File: src/rtl/pa_riscv.sv
// Shared RISC-V decode constants and the immediate beat carried through the decode pipe.
// Beat fields are sized for the widest legal XLEN; narrower pipes use the low bits.
package pa_riscv;

    localparam logic [6:0] LW         = 7'b0000011;
    localparam logic [6:0] SW         = 7'b0100011;
    localparam logic [6:0] R_TYPE_ALU = 7'b0110011;
    localparam logic [6:0] B_TYPE     = 7'b1100011;
    localparam logic [6:0] I_TYPE_ALU = 7'b0010011;
    localparam logic [6:0] LUI        = 7'b0110111;
    localparam logic [6:0] AUIPC      = 7'b0010111;
    localparam logic [6:0] JAL        = 7'b1101111;
    localparam logic [6:0] JALR       = 7'b1100111;

    localparam int BEAT_W = 64;

    typedef enum logic [2:0] {
        IMM_NONE = 3'd0,
        IMM_I    = 3'd1,
        IMM_S    = 3'd2,
        IMM_B    = 3'd3,
        IMM_U    = 3'd4,
        IMM_J    = 3'd5
    } imm_type_t;

    typedef struct packed {
        logic [BEAT_W-1:0] imm;
        imm_type_t         immType;
        logic              illegal;
        logic [BEAT_W-1:0] pc;
    } imm_beat_t;

endpackage

File: src/rtl/imm_decode.sv
// Combinational immediate decoder: selects the format from the opcode and
// sign-extends the assembled immediate from inst[31] up to XLEN.
module imm_decode
    import pa_riscv::*;
#(
    parameter int XLEN = 32
) (
    input  logic [31:0]     i_instruction,
    output logic [XLEN-1:0] o_imm,
    output logic [2:0]      o_immType,
    output logic            o_illegal
);

    logic signed [31:0] w_raw;
    imm_type_t          w_type;
    logic [31:0]        w_ins;

    assign w_ins = i_instruction;

    always_comb begin
        w_raw     = '0;
        w_type    = IMM_NONE;
        o_illegal = 1'b0;
        case (w_ins[6:0])
            LW, I_TYPE_ALU, JALR: begin
                w_type = IMM_I;
                w_raw  = {{20{w_ins[31]}}, w_ins[31:20]};
            end
            SW: begin
                w_type = IMM_S;
                w_raw  = {{20{w_ins[31]}}, w_ins[31:25], w_ins[11:7]};
            end
            B_TYPE: begin
                w_type = IMM_B;
                w_raw  = {{19{w_ins[31]}}, w_ins[31], w_ins[7], w_ins[30:25], w_ins[11:8], 1'b0};
            end
            LUI, AUIPC: begin
                w_type = IMM_U;
                w_raw  = {w_ins[31:12], 12'b0};
            end
            JAL: begin
                w_type = IMM_J;
                w_raw  = {{11{w_ins[31]}}, w_ins[31], w_ins[19:12], w_ins[20], w_ins[30:21], 1'b0};
            end
            R_TYPE_ALU: ;
            default: o_illegal = 1'b1;
        endcase
    end

    // Every format carries inst[31] in bit 31, so a signed widen is the XLEN extension.
    assign o_imm     = XLEN'(w_raw);
    assign o_immType = w_type;

endmodule

File: src/rtl/imm_extend_pipe.sv
// Registered, valid/ready immediate generator for decode: one output register,
// plus an optional skid register so o_ready can come straight from a flop.
module imm_extend_pipe
    import pa_riscv::*;
#(
    parameter int XLEN = 32,
    parameter int SKID = 1
) (
    input  logic            i_clk,
    input  logic            i_rst,
    input  logic            i_valid,
    output logic            o_ready,
    input  logic [31:0]     i_instruction,
    input  logic [XLEN-1:0] i_pc,
    output logic            o_valid,
    input  logic            i_ready,
    output logic [XLEN-1:0] o_immediateExtended,
    output logic [2:0]      o_immType,
    output logic            o_illegal,
    output logic [XLEN-1:0] o_pc
);

    logic [XLEN-1:0] w_imm;
    logic [2:0]      w_immType;
    logic            w_illegal;
    logic            w_in_xfer;
    imm_beat_t       w_beat_p0;
    imm_beat_t       r_out_p1;
    logic            r_vld_p1;

    imm_decode #(.XLEN(XLEN)) u_decode (
        .i_instruction (i_instruction),
        .o_imm         (w_imm),
        .o_immType     (w_immType),
        .o_illegal     (w_illegal)
    );

    always_comb begin
        w_beat_p0                = '0;
        w_beat_p0.imm[XLEN-1:0]  = w_imm;
        w_beat_p0.immType        = imm_type_t'(w_immType);
        w_beat_p0.illegal        = w_illegal;
        w_beat_p0.pc[XLEN-1:0]   = i_pc;
    end

    assign w_in_xfer = i_valid && o_ready;

    // ---- stage p0 -> p1: output register (and skid register when enabled) ----
    generate
        if (SKID != 0) begin : g_skid
            imm_beat_t r_skid_p1;
            logic      r_skid_vld_p1;

            assign o_ready = !r_skid_vld_p1;

            always_ff @(posedge i_clk) begin
                if (i_rst) begin
                    r_vld_p1      <= 1'b0;
                    r_out_p1      <= '0;
                    r_skid_vld_p1 <= 1'b0;
                    r_skid_p1     <= '0;
                end else if (!r_vld_p1 || i_ready) begin
                    // Output slot frees up: the older skid beat has priority over new input.
                    if (r_skid_vld_p1) begin
                        r_out_p1      <= r_skid_p1;
                        r_vld_p1      <= 1'b1;
                        r_skid_vld_p1 <= 1'b0;
                    end else begin
                        r_vld_p1 <= w_in_xfer;
                        if (w_in_xfer) r_out_p1 <= w_beat_p0;
                    end
                end else if (w_in_xfer) begin
                    r_skid_p1     <= w_beat_p0;
                    r_skid_vld_p1 <= 1'b1;
                end
            end
        end else begin : g_noskid
            assign o_ready = !r_vld_p1 || i_ready;

            always_ff @(posedge i_clk) begin
                if (i_rst) begin
                    r_vld_p1 <= 1'b0;
                    r_out_p1 <= '0;
                end else if (o_ready) begin
                    r_vld_p1 <= i_valid;
                    if (i_valid) r_out_p1 <= w_beat_p0;
                end
            end
        end

        if (XLEN < BEAT_W) begin : g_narrow
            logic w_unused_hi;
            assign w_unused_hi = ^{r_out_p1.imm[BEAT_W-1:XLEN], r_out_p1.pc[BEAT_W-1:XLEN]};
        end
    endgenerate

    assign o_valid             = r_vld_p1;
    assign o_immediateExtended = r_out_p1.imm[XLEN-1:0];
    assign o_immType           = r_out_p1.immType;
    assign o_illegal           = r_out_p1.illegal;
    assign o_pc                = r_out_p1.pc[XLEN-1:0];

endmodule

File: config.mk
export PLATFORM = sky130hd
export DESIGN_NAME = imm_extend_pipe
export DESIGN_NICKNAME = d
export VERILOG_FILES = /design/src/rtl/pa_riscv.sv /design/src/rtl/imm_decode.sv /design/src/rtl/imm_extend_pipe.sv
export SDC_FILE = /design/constraint.sdc
export NUM_CORES = 1
export LEC_CHECK = 0
export BUFFER_PORTS_ARGS = -buffer_cell sky130_fd_sc_hd__buf_2
export CAP_MARGIN = 20
export CORE_UTILIZATION = 52
export DETAILED_ROUTE_END_ITERATION = 10
export PLACE_DENSITY_LB_ADDON = 0.15
export SYNTH_ARGS = -nofsm -noshare
export SYNTH_HDL_FRONTEND = slang
export SYNTH_SLANG_ARGS = --single-unit
File: constraint.sdc
create_clock -name i_clk -period 1.8 [get_ports i_clk]
set_input_delay 0.27 -clock i_clk [delete_from_list [all_inputs] [get_ports i_clk]]
set_output_delay 0.27 -clock i_clk [all_outputs]
set_load 0.02 [all_outputs]
==> metrics <==
status=finished, final reports clean; H-tree levels=4; flop2flop setup slack=between 0.1 and 0.15 ns; Top FF cell, synth=dfxtp_1; die width=approximately 110 µm; Post-synth EDFFs=0; VDD IR max=slightly above 0.8 mV; global route overflow=0; CTS Sinks=~140; Nets=874; total power=just under 8 mW; fillers=around 840; Setup-failing EPs final=0; RSZ-0062 raised after global routing=false; CTS tree=built; Slew HR=between 60% and 70%; Total Wirelength=approximately 16,000 µm; Data arrival, critical path=1.48 ns; Avg Cell Area, Syn=8.874 µm²; CTS root buffer=clkbuf_8; Final Slew Violations=0; global-route wire length before repair=24,990 µm; via/cell ratio=around 5.8; critical path type=flop to output port; synth cell count leaders=dfxtp_1 (138), nand2_1 (96), nor2_1 (71); Total GRT Usage=between 20% and 30%; initial antenna violation count=0; fmax=570.7 MHz; Synth Net Count=727; CP startpoint kind=flop; iteration count of the initial detailed-routing pass=5; clock slew at reported path FFs=0.06 ns; diodes inserted=0; Area Overhead vs Synth=30.62%; Unique masters post-synth=between 40 and 50; DRT antenna net count=0; #FFs+latches synth=around 140; Seq/Total Area, Yosys=between 40% and 50%; Longest Clk Path Bufs=2; Core Area=10,890 µm²; Die Ht=~110 µm; Synth top area share=47.24%; Hold Path Class=primary input to flop; Storage cell area=roughly 2800 µm²; CP Capture Type=output port; TritonCTS Buffers=17; I/O pins=approximately 140; max_cap viols=0; final hold vios=0; drt wl/cell=16.56 µm; layout cells sized above 1=roughly a quarter; ys async rst share=0%; clk_skew=between 0.004 and 0.005 ns; area taken by multi-input logic gates=about 2800 µm²; pin count of the biggest net entering global routing=69; Final HPWL DP=~9600 µm; min cycle time layout=around 1.8 ns; standard-cell rows=38; Initial Utilization=between 50% and 60%; DIE AREA=~12,000 µm²; vias in the first global route=~5,100; post-synth top area cell=dfxtp_1; Synth Warn #=0; gpl congestion=between 0.8 and 0.9; count leader, synth=dfxtp_1; Port Buffers=137; synthesized area=just under 6000 µm²; via count=around 5,600; leak pwr=2.924 nW; Post-Syn Instances=659; clk_lat worst skew=between 0.5 and 0.6 ns; Core Util, Final=a little over two thirds; DR iter-0 viols=about 530; Slew @ Worst Pin=roughly 0.57 ns; Critical Path RT=~1.5 ns; top post-synthesis cells by area=dfxtp_1 (47%), a211oi_1 (8.9%), nand2_1 (6.2%); Setup TNS=0 ns; Power Density=between 1000 and 1500 nW/µm²; Remaining DRCs=0; post-route clock period utilization=a little over nine tenths; largest fanout on the critical path=17
[critical path, cell delays in order, from the launching register on]
cell,delay (ns)
dfxtp_4,0.39
buf_12,0.18
inv_4,0.07
buf_12,0.15
buf_4,0.16
[state kept, by name, summed over array words and instances (netlist names)]
| name | count |
|---|---|
| g_skid.r_skid_p1 | 68 |
| o_immediateExtended | 32 |
| o_pc | 32 |
| o_immType | 3 |
| g_skid.r_skid_vld_p1 | 1 |
| o_illegal | 1 |
| o_valid | 1 |
[report_power, final]
| part | leakage [nW] | internal (mW) | switching [mW] |
|---|---|---|---|
| combinational | 1.48 | 0.356 | 0.558 |
| clock | 0.314 | 2.41 | 1.32 |
| sequential | 1.13 | 3.19 | 0.0720 |
| total | 2.92 | 5.96 | 1.95 |
[cell usage in the layout, fill, tap and decap left out, drive strengths merged, types with 6 or more instances in the layout]
cell type,n
a21oi,51
nand3,13
nand3b,6
o21ai,31
nor3,13
nand2,96
a221oi,19
a211oi,69
o2bb2ai,14
nor2,73
dfxtp,138
dlygate4sd3,27
mux2i,33
clkbuf,20
buf,159
o211ai,6
clkinv,8
[per-stage QoR]
step                      cells  worst slack (ns)  instance area [µm²]  hold WS, ns
after global routing        959          0.009827                 7639     0.001421
after floorplan             659            0.2172                 5848       0.4060
after CTS                   956        -0.0001386                 7566     0.002657
final                       959           0.04773                 7639     0.006108
after detailed placement    896          -0.02665                 6633       0.4437
after global placement      896           0.03769                 6633       0.4393
[repair_timing]
| action | CTS | global route |
|---|---|---|
| gates resized for setup | 8 | 4 |
| setup endpoints to repair | 7 | 20 |
| cloned | 1 | 2 |
| hold buffers | 27 | 0 |
| pin swaps | 2 | 1 |
| hold endpoints to repair | 27 | 0 |
| setup buffers | 0 | 1 |
[per-layer routing]
layer	routed length, µm	track usage [%]	vias to the layer above
li1	-	-	2683
met1	7039	35.87	2613
met2	7398	44.31	224
met3	1092	6.209	36
met4	349	10.57	0
met5	0	0	-
[kinds of logic (layout without fill, tap and decap cells)]
group	Yosys count	after routing	synth area share, %
AO/OA/AOI/OAI	204	204	24.48
buffers and inverters	64	223	5.049
flip-flops	138	138	47.24
multiplexers	34	34	5.841
AND/OR/NAND/NOR	219	220	17.39
[cell type report]
| type | count | area share (%) |
|---|---|---|
| well taps | 140 | 2.293 |
| clock buffers | 18 | 5.602 |
| flip-flops and latches | 138 | 36.22 |
| repair buffers | 188 | 16.22 |
| inverters | 3 | 0.1802 |
| clock inverters | 14 | 2.637 |
| multi-input cells | 458 | 36.86 |
[path summary, 6_finish.rpt]
check,startpoint,end,cells past startpoint
max,g_skid.r_skid_vld_p1,o_ready,4
min,i_pc[16],g_skid.r_skid_p1[16],3
max reg2reg,g_skid.r_skid_vld_p1,o_immediateExtended[12],5
min reg2reg,g_skid.r_skid_p1[18],g_skid.r_skid_p1[18],2
No activity file was read; power rests on OpenSTA's default activity.
